===== src/rtl/imm_gen_pkg.sv =====
// Shared types and opcode constants for the pipelined RISC-V immediate generator.
package imm_gen_pkg;

  typedef enum logic [2:0] {
    ImmNone = 3'd0,
    ImmI    = 3'd1,
    ImmS    = 3'd2,
    ImmB    = 3'd3,
    ImmU    = 3'd4,
    ImmJ    = 3'd5
  } imm_type_e;

  localparam logic [6:0] OPC_LUI     = 7'b0110111;
  localparam logic [6:0] OPC_AUIPC   = 7'b0010111;
  localparam logic [6:0] OPC_JAL     = 7'b1101111;
  localparam logic [6:0] OPC_JALR    = 7'b1100111;
  localparam logic [6:0] OPC_BRANCH  = 7'b1100011;
  localparam logic [6:0] OPC_LOAD    = 7'b0000011;
  localparam logic [6:0] OPC_STORE   = 7'b0100011;
  localparam logic [6:0] OPC_OPIMM   = 7'b0010011;
  localparam logic [6:0] OPC_OPIMM32 = 7'b0011011;
  localparam logic [6:0] OPC_OP      = 7'b0110011;
  localparam logic [6:0] OPC_OP32    = 7'b0111011;
  localparam logic [6:0] OPC_SYSTEM  = 7'b1110011;

  // Counter slots 0..5 follow imm_type_e; slot 6 counts illegal entries.
  localparam int unsigned NumStatCnt     = 7;
  localparam int unsigned StatIllegalIdx = 6;

  // funct3 values 001 (SLLI) and 101 (SRLI/SRAI) carry a shift amount, not an immediate.
  function automatic logic is_shift_f3(logic [2:0] funct3);
    return (funct3 == 3'b001) || (funct3 == 3'b101);
  endfunction

endpackage


===== src/rtl/imm_decode.sv =====
// Combinational immediate decoder: classifies the opcode and builds the XLEN-wide immediate.
module imm_decode
  import imm_gen_pkg::*;
#(
  parameter int unsigned XLEN = 32
) (
  input  logic [31:0]     instr_i,
  output logic [XLEN-1:0] imm_o,
  output imm_type_e       imm_type_o,
  output logic            illegal_o
);

  localparam bit Rv64 = (XLEN == 64);

  logic [31:0] imm32;
  logic        use_shamt;
  logic [5:0]  shamt;
  logic        shift_op;

  assign shift_op = is_shift_f3(instr_i[14:12]);

  always_comb begin
    imm32      = '0;
    use_shamt  = 1'b0;
    shamt      = {(Rv64 ? instr_i[25] : 1'b0), instr_i[24:20]};
    imm_type_o = ImmNone;
    illegal_o  = 1'b0;
    case (instr_i[6:0])
      OPC_LUI, OPC_AUIPC: begin
        imm_type_o = ImmU;
        imm32      = {instr_i[31:12], 12'b0};
      end
      OPC_JAL: begin
        imm_type_o = ImmJ;
        imm32      = {{12{instr_i[31]}}, instr_i[19:12], instr_i[20], instr_i[30:21], 1'b0};
      end
      OPC_BRANCH: begin
        imm_type_o = ImmB;
        imm32      = {{20{instr_i[31]}}, instr_i[7], instr_i[30:25], instr_i[11:8], 1'b0};
      end
      OPC_STORE: begin
        imm_type_o = ImmS;
        imm32      = {{20{instr_i[31]}}, instr_i[31:25], instr_i[11:7]};
      end
      OPC_JALR, OPC_LOAD, OPC_SYSTEM: begin
        imm_type_o = ImmI;
        imm32      = {{20{instr_i[31]}}, instr_i[31:20]};
      end
      OPC_OPIMM: begin
        imm_type_o = ImmI;
        use_shamt  = shift_op;
        imm32      = {{20{instr_i[31]}}, instr_i[31:20]};
      end
      OPC_OPIMM32: begin
        if (Rv64) begin
          imm_type_o = ImmI;
          use_shamt  = shift_op;
          shamt      = {1'b0, instr_i[24:20]};
          imm32      = {{20{instr_i[31]}}, instr_i[31:20]};
        end else begin
          illegal_o = 1'b1;
        end
      end
      OPC_OP: begin
        imm_type_o = ImmNone;
      end
      OPC_OP32: begin
        illegal_o = !Rv64;
      end
      default: begin
        illegal_o = 1'b1;
      end
    endcase
  end

  assign imm_o = use_shamt ? XLEN'(shamt) : XLEN'($signed(imm32));

endmodule


===== src/rtl/imm_gen_pipe.sv =====
// DEPTH-stage valid/ready pipeline around imm_decode with flush and full backpressure.
// Optional per-type handshake counters are built when IMM_GEN_STATS_EN is defined.
module imm_gen_pipe
  import imm_gen_pkg::*;
#(
  parameter int unsigned XLEN  = 32,
  parameter int unsigned DEPTH = 2,
  parameter int unsigned TAG_W = 5
) (
  input  logic             clk,
  input  logic             rst_n,
  input  logic             flush,
  input  logic             in_valid,
  output logic             in_ready,
  input  logic [31:0]      in_instr,
  input  logic [TAG_W-1:0] in_tag,
  output logic             out_valid,
  input  logic             out_ready,
  output logic [XLEN-1:0]  out_imm,
  output imm_type_e        out_type,
  output logic             out_illegal,
  output logic [TAG_W-1:0] out_tag
`ifdef IMM_GEN_STATS_EN
  ,
  input  logic [2:0]       stat_sel,
  output logic [31:0]      stat_cnt
`endif
);

  typedef struct packed {
    logic [XLEN-1:0]  imm;
    imm_type_e        imm_type;
    logic             illegal;
    logic [TAG_W-1:0] tag;
  } stage_t;

  logic [XLEN-1:0] dec_imm;
  imm_type_e       dec_type;
  logic            dec_illegal;
  stage_t          dec;

  imm_decode #(
    .XLEN(XLEN)
  ) u_decode (
    .instr_i   (in_instr),
    .imm_o     (dec_imm),
    .imm_type_o(dec_type),
    .illegal_o (dec_illegal)
  );

  assign dec = '{imm: dec_imm, imm_type: dec_type, illegal: dec_illegal, tag: in_tag};

  logic [DEPTH-1:0] valid_q;
  stage_t           data_q [DEPTH];
  logic [DEPTH-1:0] adv;
  logic [DEPTH-1:0] prev_valid;
  stage_t           prev_data [DEPTH];

  // Advance enables ripple back from the consumer so a full pipe still streams 1/cycle.
  always_comb begin
    adv            = '0;
    adv[DEPTH-1]   = !valid_q[DEPTH-1] || out_ready;
    for (int k = int'(DEPTH) - 2; k >= 0; k--) begin
      adv[k] = !valid_q[k] || adv[k+1];
    end
  end

  always_comb begin
    prev_valid    = '0;
    prev_valid[0] = in_valid;
    prev_data[0]  = dec;
    for (int k = 1; k < int'(DEPTH); k++) begin
      prev_valid[k] = valid_q[k-1];
      prev_data[k]  = data_q[k-1];
    end
  end

  always_ff @(posedge clk or negedge rst_n) begin
    if (!rst_n) begin
      valid_q <= '0;
      for (int k = 0; k < int'(DEPTH); k++) begin
        data_q[k] <= '0;
      end
    end else begin
      for (int k = 0; k < int'(DEPTH); k++) begin
        if (flush) begin
          valid_q[k] <= 1'b0;
        end else if (adv[k]) begin
          valid_q[k] <= prev_valid[k];
        end
        // Payload only moves with a valid entry so a stalled or empty stage keeps its value.
        if (adv[k] && prev_valid[k]) begin
          data_q[k] <= prev_data[k];
        end
      end
    end
  end

  assign in_ready    = adv[0];
  assign out_valid   = valid_q[DEPTH-1];
  assign out_imm     = data_q[DEPTH-1].imm;
  assign out_type    = data_q[DEPTH-1].imm_type;
  assign out_illegal = data_q[DEPTH-1].illegal;
  assign out_tag     = data_q[DEPTH-1].tag;

`ifdef IMM_GEN_STATS_EN
  logic [31:0] cnt_q [NumStatCnt];
  logic        out_hs;

  assign out_hs = out_valid && out_ready;

  always_ff @(posedge clk or negedge rst_n) begin
    if (!rst_n) begin
      for (int i = 0; i < int'(NumStatCnt); i++) begin
        cnt_q[i] <= '0;
      end
    end else if (out_hs) begin
      if (cnt_q[out_type] != 32'hFFFF_FFFF) begin
        cnt_q[out_type] <= cnt_q[out_type] + 32'd1;
      end
      if (out_illegal && (cnt_q[StatIllegalIdx] != 32'hFFFF_FFFF)) begin
        cnt_q[StatIllegalIdx] <= cnt_q[StatIllegalIdx] + 32'd1;
      end
    end
  end

  always_comb begin
    stat_cnt = '0;
    if (int'(stat_sel) < int'(NumStatCnt)) begin
      stat_cnt = cnt_q[stat_sel];
    end
  end
`endif

endmodule


===== config.mk =====
export PLATFORM = sky130hd
export DESIGN_NAME = imm_gen_pipe
export DESIGN_NICKNAME = d
export VERILOG_FILES = /design/src/rtl/imm_gen_pkg.sv /design/src/rtl/imm_decode.sv /design/src/rtl/imm_gen_pipe.sv
export SDC_FILE = /design/constraint.sdc
export NUM_CORES = 1
export LEC_CHECK = 0
export BUFFER_PORTS_ARGS = -buffer_cell sky130_fd_sc_hd__buf_4
export CORE_UTILIZATION = 40
export CTS_BUF_LIST = sky130_fd_sc_hd__clkbuf_8
export DETAILED_ROUTE_END_ITERATION = 12
export GPL_TIMING_DRIVEN = 0
export SLEW_MARGIN = 20
export SYNTH_ARGS = -nofsm -noshare
export SYNTH_HDL_FRONTEND = slang
export SYNTH_SLANG_ARGS = --single-unit

===== constraint.sdc =====
create_clock -name clk -period 1.6 [get_ports clk]
set_input_delay 0 -clock clk [delete_from_list [all_inputs] [get_ports clk]]
set_output_delay 0 -clock clk [all_outputs]
set_load 0.01 [all_outputs]

==> results of run 1 <==
-- report_power, final --
group	leakage (nW)	total [mW]	switching (mW)	internal (mW)
sequential	1.14	2.25	0.0434	2.20
combinational	1.41	0.668	0.299	0.369
clock	0.111	1.74	0.804	0.938
-- final timing paths --
check / from / slack (ps) / endpoint / cells past startpoint
max: valid_q[1] / 60 / data_q[64] / 5
min: in_instr[8] / 5 / data_q[51] / 3
max reg2reg: valid_q[1] / 60 / data_q[64] / 5
min reg2reg: data_q[44] / 470 / data_q[44] / 2
max in group asynchronous: rst_n / 840 / data_q[46] / 2
min in group asynchronous: rst_n / 250 / out_imm[15] / 2
-- sequential cells by signal, indices dropped and copies added, names as in the netlist --
signal,count
out_type,3
data_q,41
out_tag,5
out_illegal,1
valid_q,2
out_imm,32
-- area by class of cell --
class                      count  area (um2)
fill                         846        3979
clock buffer                  10       137.6
tap                          129       161.4
sequential                    84        2102
inverter                       5       18.77
clock inverter                 6       95.09
timing repair buffer         120       989.7
buffer                        57       420.4
multi-input combinational    188        1468
-- placed cells by master, fill, tap and decap left out, drive strengths merged, types with 2 or more instances in the layout --
cell type and count:
mux2 41, o211ai 5, o21ai 14, dfrtp 84, bufinv 2, nor3 5
nand3 8, or3b 2, buf 136, inv 7, clkinvlp 2, a22oi 8
a2bb2oi 4, a22o 6, clkbuf 17, a2111oi 2, a221o 11, nand2 45
and2 2, nor2 3, nor4 6, nor2b 2, dlygate4sd3 34, a21oi 4
or2 2
-- cell usage after synthesis, types with 2 or more instances --
cell and n:
dfrtp_1 84, nand2_1 45, buf_4 41, mux2_2 41, a221o_1 11, clkbuf_1 10, o21ai_2 9, a22oi_1 8
nand3_1 8, a22o_1 6, inv_1 5, nor3_1 5, o211ai_1 5, a2bb2oi_1 4, nor4_1 4, a21oi_1 3
buf_2 3, nor2_1 3, o21ai_1 3, buf_1 2, buf_6 2, nor2b_1 2, o21ai_0 2, or2_2 2
or3b_2 2
-- cell families after synthesis --
| family | after synthesis |
|---|---|
| buffers and inverters | 63 |
| AOI/OAI and AO/OA | 61 |
| muxes | 41 |
| xor gates and xnor gates | 1 |
| and+or+nand+nor | 85 |
| DFF | 84 |
-- critical path, stage by stage, from the launching register on --
cell,delay (ps)
dfrtp_1,410
nand3b_1,220
nand3_2,190
a211o_4,350
buf_12,160
o21ai_2,130
-- routing by layer --
layer / vias up / GRT usage / wire length (um)
met1: 1426 / 0.2498 / 4170
met2: 74 / 0.3098 / 4350
met4: 0 / 0.07358 / 133
li1: 1426 / - / -
met5: - / 0 / 0
met3: 12 / 0.03520 / 369
-- stage by stage --
step	TNS [ps]	worst slack (ps)	power [mW]
after floorplan	0	19.37	2.591
after global placement	-13930	-312.1	2.867
after detailed placement	-15590	-344.4	2.881
after CTS	0	8.313	4.680
after global routing	-437.7	-44.41	4.846
final	0	62.98	4.657
-- what timing repair did --
action,CTS,global route
pin swaps,2,4
gates resized for setup,10,22
hold buffers,34,0
hold endpoints to repair,123,0
endpoints found under the setup margin,64,63
setup buffers,1,1
==> metrics, run 1 <==
outcome=complete, no violations; Die Wd=101.2 um; GPL Wtd Cong=0.8174; post-DR wirelength/cell=15.06 um; top post-synthesis cells by area=dfrtp_1 53%, mux2_2 12%, buf_4 7.8%, nand2_1 4.3%, a221o_1 2.8%; PwrDens=863.6 nW/um2; CTS Root Cell=clkbuf_8; Unique masters post-synth=50; Die Height=101.2 um; XOR/XNOR share of the synthesized area=0.002226; PortBufs=84; CORE AREA=9371 um2; Diodes inserted=0; Starting Density=0.4198; CTS sink cnt=84; Post-synth top flop=dfrtp_1; critical path class=reg -> reg; DP Area=4730 um2; CTS clk-pin slew, worst paths=80 ps; total CTS buffers=9; # rows=35; antenna violations before repair=0; Final ANT Viol Nets=0; total gr overflow=0; Hold WC Path Type=in -> reg; die area=10240 um2; H-Tree Level Count=3; final instance count without filler cells=599; Post-DP HPWL=6.099 mm; drt initial violations=89; WHS=4.716 ps; CP required=1880 ps; CP Max Fanout=10; CP Capture Type=flip-flop; Hold Vio Cnt, Final=0; Fin Clk Skew=12.68 ps; Avg Cell Area, Syn=11.74 um2; clock buffer depth=2; final net count=507; Final Util=0.5754; number of flops mapped to enable cells by yosys=0; post-synthesis cell area=3934 um2; slew margin rel.=0.3543; DR DRC count=0; final instance area=5393 um2; Worst EP arrival=1820 ps; RSZ-0062 raised after global routing=yes; setup violators final=0; FMAX=650.6 MHz; largest area contributor in the netlist=dfrtp_1; mux share of post-synthesis cell area=0.1174; Yosys Warn Count=0; Yosys reg bits=84; Synth Instances=335; minimum clock period after layout=1537 ps; via count=2938; vias per cell=4.905; largest family of logic cells by synthesized area=compound AO/OA/AOI/OAI gates; number of global-route vias before repair=2952; simple-gate share of the synthesized area=0.1139; Max rail drop VDD=0.3573 mV; Max Slew Vio Count=0; Tcrit/Tclk final=0.9606; register area share after synthesis=0.5344; Synth top area share=0.5344; Worst Setup Start Kind=flip-flop; leak pwr=2.661 nW; CTS tree=yes; P&R area growth vs syn=37.09%; global-route wire length before repair=14.72 mm; max-cap viol count=0; largest net degree at the start of global routing=85; adder-cell share of the synthesized area=0; asr flop ratio synth=1.000; layout cells sized above 1=0.4787; IO Pins=85; placed insts=548; clk_lat worst skew=360 ps; gr usage total=0.1890; DR pass1 iterations=4; Synth Area in Compound Gates=0.1282; Tightest Pin Transition=966.7 ps; syn_nets=377; final wirelength=9.023 mm
No activity file was read; power rests on OpenSTA's default activity.
==> run 2, diff against run 1 <==
--- a/config.mk
+++ b/config.mk
@@ -13,4 +13,5 @@
 export SLEW_MARGIN = 20
 export SYNTH_ARGS = -nofsm -noshare
 export SYNTH_HDL_FRONTEND = slang
+export SYNTH_HIERARCHICAL = 1
 export SYNTH_SLANG_ARGS = --single-unit
==> metrics, run 2 <==
H-Tree Level Count=3; Post-synth top flop=dfrtp_1; P&R area growth vs syn=23.97%; Max rail drop VDD=0.3584 mV; final instance count without filler cells=592; Tightest Pin Transition=771.2 ps; Unique masters post-synth=44; Worst EP arrival=1600 ps; sequential cell area=2102 um2; Avg Cell Area, Syn=13.31 um2; largest net degree at the start of global routing=85; largest register by flop count=data_q; CTS clk-pin slew, worst paths=90 ps; final wirelength=8.956 mm; CTS sink cnt=84; setup TNS=0 ps; DR pass1 iterations=4; DP Area=5350 um2; die area=11810 um2; Final ANT Viol Nets=0; worst hold start=in_instr[8]; DR DRC count=0; FMAX=728.8 MHz; Synth Instances=342; total gr overflow=0; outcome=complete, no violations; Max Slew Vio Count=0; commonest non-fill, non-tap cell in the layout=buf_4; # rows=38; drt initial violations=88; fillers=948; Synth top area share=0.4618; leak pwr=2.917 nW; global-route wire length before repair=14.53 mm; commonest cells in the synthesized netlist=84 x dfrtp_1, 80 x mux2_4, 40 x buf_4; antenna violations before repair=0; total CTS buffers=9; area taken by multi-input logic gates=1928 um2; reg2reg start=valid_q[1]; top post-synthesis cells by area=dfrtp_1 46%, mux2_4 26%, buf_4 6.6%, a21oi_2 2.3%, nand2_1 2.1%; setup violators final=0; number of global-route vias before repair=2900; CTS tree=yes; CTS Root Cell=clkbuf_8; Diodes inserted=0; final instance area=5643 um2; CP Max Fanout=10; critical path class=reg -> reg; syn_nets=384; Tcrit/Tclk final=0.8576; Yosys reg bits=84; Hold WC Path Type=in -> reg; PwrDens=767.7 nW/um2; gr usage total=0.1625; layout cells sized above 1=0.5642; Die Height=108.7 um; final net count=489; max reg flops=41; via count=2843; Starting Density=0.4144; post-DR wirelength/cell=15.13 um; Hold Vio Cnt, Final=0; CTS resizes=0; Worst Setup SP=valid_q[1]; RSZ-0062 raised after global routing=no; most frequent cells in the layout=122 x buf_4, 84 x dfrtp_1, 80 x mux2_4, 25 x nand2_1, 14 x a21oi_1; minimum clock period after layout=1372 ps; number of flops mapped to enable cells by yosys=0; Post-DP HPWL=6.284 mm; Die Wd=108.7 um; GPL Wtd Cong=0.8313; Yosys Warn Count=6; CP Capture Type=flip-flop; CP required=1830 ps; slew margin rel.=0.4859; Worst Setup Start Kind=flip-flop; register area share after synthesis=0.4618; clk_lat worst skew=350 ps; asr flop ratio synth=1.000; IO Pins=85; post-synthesis cell area=4552 um2; Fin Clk Skew=8.071 ps; vias per cell=4.802; placed insts=565; largest area contributor in the netlist=dfrtp_1; max-cap viol count=0; PortBufs=83; clock buffer depth=2; CORE AREA=10980 um2; most frequent cell after synthesis=dfrtp_1
==> run 2: through the flow <==
| step | utilization | power, mW | setup slack (ps) | hold WS, ps |
|---|---|---|---|---|
| floorplan | - | 2.691 | 313.8 | -295.6 |
| global placement | 0.4871 | 2.963 | -69.23 | 159.7 |
| detailed placement | 0.4871 | 2.970 | -58.81 | 165.0 |
| CTS | 0.5125 | 4.398 | 196.6 | 3.636 |
| global route | 0.5138 | 4.558 | 161.0 | 13.86 |
| finish | 0.5138 | 4.332 | 227.9 | 23.35 |
==> run 2: cells by family (layout without fill, tap and decap cells) <==
group / Yosys count / after routing / share of synthesized area
AOI/OAI and AO/OA: 49 / 49 / 0.07724
buffers and inverters: 64 / 174 / 0.1146
DFF: 84 / 84 / 0.4618
muxes: 82 / 82 / 0.2688
and+or+nand+nor: 63 / 63 / 0.07752
==> run 2: final cells by class <==
type	count	share of cell area
flip-flops and latches	84	0.3725
multi-input cells	194	0.3417
repair buffers	94	0.1306
plain buffers	57	0.08780
well taps	140	0.03104
clock buffers	10	0.02439
clock inverters	6	0.007317
inverters	7	0.004656
==> run 2: worst paths after layout <==
check,to,slack (ps),cells after the start
max in group asynchronous,out_imm[1],810,2
setup / recovery,out_imm[17],230,4
hold / removal,data_q[51],20,3
setup reg to reg,out_imm[17],230,4
hold reg to reg,out_imm[13],510,1
min in group asynchronous,out_imm[28],260,2
==> run 2: critical path, cell delays in order, from the launching register on <==
cell      delay [ps]
dfrtp_1          430
nand2b_1         110
nand2_2          180
buf_6            210
mux2_4           320
==> run 2: metal layers <==
layer,up-vias,share of wire,GRT usage,wire (um)
met5,-,0,0,0
met4,0,0.011,0.05212,95
met3,7,0.050,0.03766,444
met2,70,0.45,0.2473,4065
met1,1396,0.49,0.2281,4349
li1,1370,-,-,-
==> run 2: repair_timing <==
action | CTS | global route
hold endpoints to repair | 92 | 1
setup buffers | 0 | 0
hold buffers | 10 | 1
setup endpoints to repair | 0 | 0
==> run 2: power breakdown <==
part	total, mW	internal [mW]	switching [mW]
logic	0.699	0.404	0.295
registers	2.24	2.20	0.0448
clock network	1.39	0.604	0.787
==> run 3, diff against run 2 <==
--- a/config.mk
+++ b/config.mk
@@ -6,10 +6,14 @@
 export NUM_CORES = 1
 export LEC_CHECK = 0
 export BUFFER_PORTS_ARGS = -buffer_cell sky130_fd_sc_hd__buf_4
+export CELL_PAD_IN_SITES_DETAIL_PLACEMENT = 1
+export CELL_PAD_IN_SITES_GLOBAL_PLACEMENT = 1
 export CORE_UTILIZATION = 40
 export CTS_BUF_LIST = sky130_fd_sc_hd__clkbuf_8
 export DETAILED_ROUTE_END_ITERATION = 12
 export GPL_TIMING_DRIVEN = 0
+export MAX_ROUTING_LAYER = met4
+export PLACE_DENSITY_LB_ADDON = 0.1
 export SLEW_MARGIN = 20
 export SYNTH_ARGS = -nofsm -noshare
 export SYNTH_HDL_FRONTEND = slang
==> metrics, run 3 (synthesized netlist as in run 2, its figures left out) <==
outcome=complete, no violations; Max Slew Vio Count=0; Hold WC Path Type=in -> reg; Diodes inserted=0; CTS sink cnt=84; layout cells sized above 1=0.5595; Worst Setup Start Kind=flip-flop; Power, Total=4.674 mW; slew margin rel.=0.4840; PortBufs=83; PwrDens=818.3 nW/um2; final wirelength=9.924 mm; antenna violations before repair=0; CP Capture Type=flip-flop; internal power=3.562 mW; Starting Density=0.4144; largest register by flop count=data_q; setup violators final=0; Clock Power Share=0.368; die area=11810 um2; DP Area=5350 um2; max incr delay on CP=420 ps; most frequent cells in the layout=122 x buf_4, 84 x dfrtp_1, 80 x mux2_4, 25 x nand2_1, 14 x a21oi_1; H-Tree Level Count=3; hold buffers post-CTS=13; Final ANT Viol Nets=0; GPL Wtd Cong=0.8306; Gate power share=0.152; setup TNS=0 ps; vias per cell=4.859; total CTS buffers=9; Fin Clk Skew=14.49 ps; critical path class=reg -> reg; commonest non-fill, non-tap cell in the layout=buf_4; clk_lat worst skew=360 ps; via count=2886; # Post-CTS Setup Buffers=0; Die Height=108.7 um; Switching Fraction=0.2378; drt initial violations=81; CP required=1840 ps; NetSw=1.112 mW; Hold Vio Cnt, Final=0; slowest CP cell=dfrtp_1; CTS clk-pin slew, worst paths=90 ps; Largest delay share family, worst path=flip-flops; CP Max Fanout=10; DR DRC count=0; Post-DP HPWL=7.082 mm; CTS resizes=0; clock buffer depth=2; number of global-route vias before repair=3099; global-route wire length before repair=15.95 mm; post-DR wirelength/cell=16.71 um; Worst EP arrival=1650 ps; CORE AREA=10980 um2; max-cap viol count=0; # rows=38; Flop pwr share=0.480; FMAX=709.5 MHz; total gr overflow=0; minimum clock period after layout=1410 ps; max reg flops=41; fillers=1161; CTS tree=yes; gr usage total=0.1852; Tcrit/Tclk final=0.8809; final net count=491; WP buf/inv=1; crit-path cells=nand2b_1 -> nand2_2 -> buf_6 -> mux2_4; Tightest Pin Transition=774.0 ps; leak pwr=2.958 nW; DR pass1 iterations=5; Die Wd=108.7 um; Max rail drop VDD=0.4158 mV; final instance area=5712 um2; largest net degree at the start of global routing=85; RSZ-0062 raised after global routing=no; P&R area growth vs syn=25.48%; IO Pins=85; CTS Root Cell=clkbuf_8
run 3: cell count changes in the layout (fill, tap and decap cells not counted):
cell / previous run / this run
inv_1: 8 / 9
bufinv_16: 0 / 2
dlygate4sd3_1: 11 / 13
clkinv_2: 1 / 0
clkbuf_8: 10 / 11
clkinvlp_4: 2 / 0
clkinv_4: 2 / 1
run 3: final cells by class:
type                            count  area (um2)  area share
Inverter                            7       26.28    0.004600
Tap cell                          140       175.2     0.03067
Clock buffer                       11       151.4     0.02651
Multi-Input combinational cell    194        1928      0.3376
Sequential cell                    84        2102      0.3680
Buffer                             57       495.5     0.08675
Timing Repair Buffer               96       757.0      0.1325
Clock inverter                      5       76.32     0.01336
run 3: power groups by stage:
stage,logic (mW),registers [mW],clock network (mW)
floorplan,0.417,2.27,0
global placement,0.682,2.28,0
detailed placement,0.691,2.29,0
CTS,0.720,2.25,1.77
global route,0.767,2.26,1.86
finish,0.711,2.24,1.72
run 3: path summary, 6_finish.rpt:
check | cells past startpoint | to | from | slack, ps
min in group asynchronous | 2 | out_imm[30] | rst_n | 260
hold / removal | 3 | data_q[46] | in_instr[0] | 30
setup / recovery | 4 | out_imm[17] | valid_q[1] | 190
setup reg to reg | 4 | out_imm[17] | valid_q[1] | 190
hold reg to reg | 1 | out_imm[21] | data_q[71] | 500
max in group asynchronous | 2 | out_imm[17] | rst_n | 810
run 3: worst reg2reg max path, cell delays in order (launching register included):
cell	delay (ps)
dfrtp_1	420
nand2b_1	110
nand2_2	200
buf_6	220
mux2_4	330
run 3: metrics by stage:
step	hold slack [ps]	setup WS, ps	util	instances
floorplan	-295.6	313.8	-	342
global placement	161.3	-101.0	0.4871	565
detailed placement	167.3	-124.0	0.4871	565
CTS	7.903	173.5	0.5197	594
global route	33.19	135.2	0.5201	594
finish	25.06	190.5	0.5201	594
run 3: metal layers:
metal | track usage | wire [um]
met1 | 0.2346 | 4574
met2 | 0.2948 | 4804
met3 | 0.03467 | 365
met4 | 0.06950 | 180
met5 | - | 0
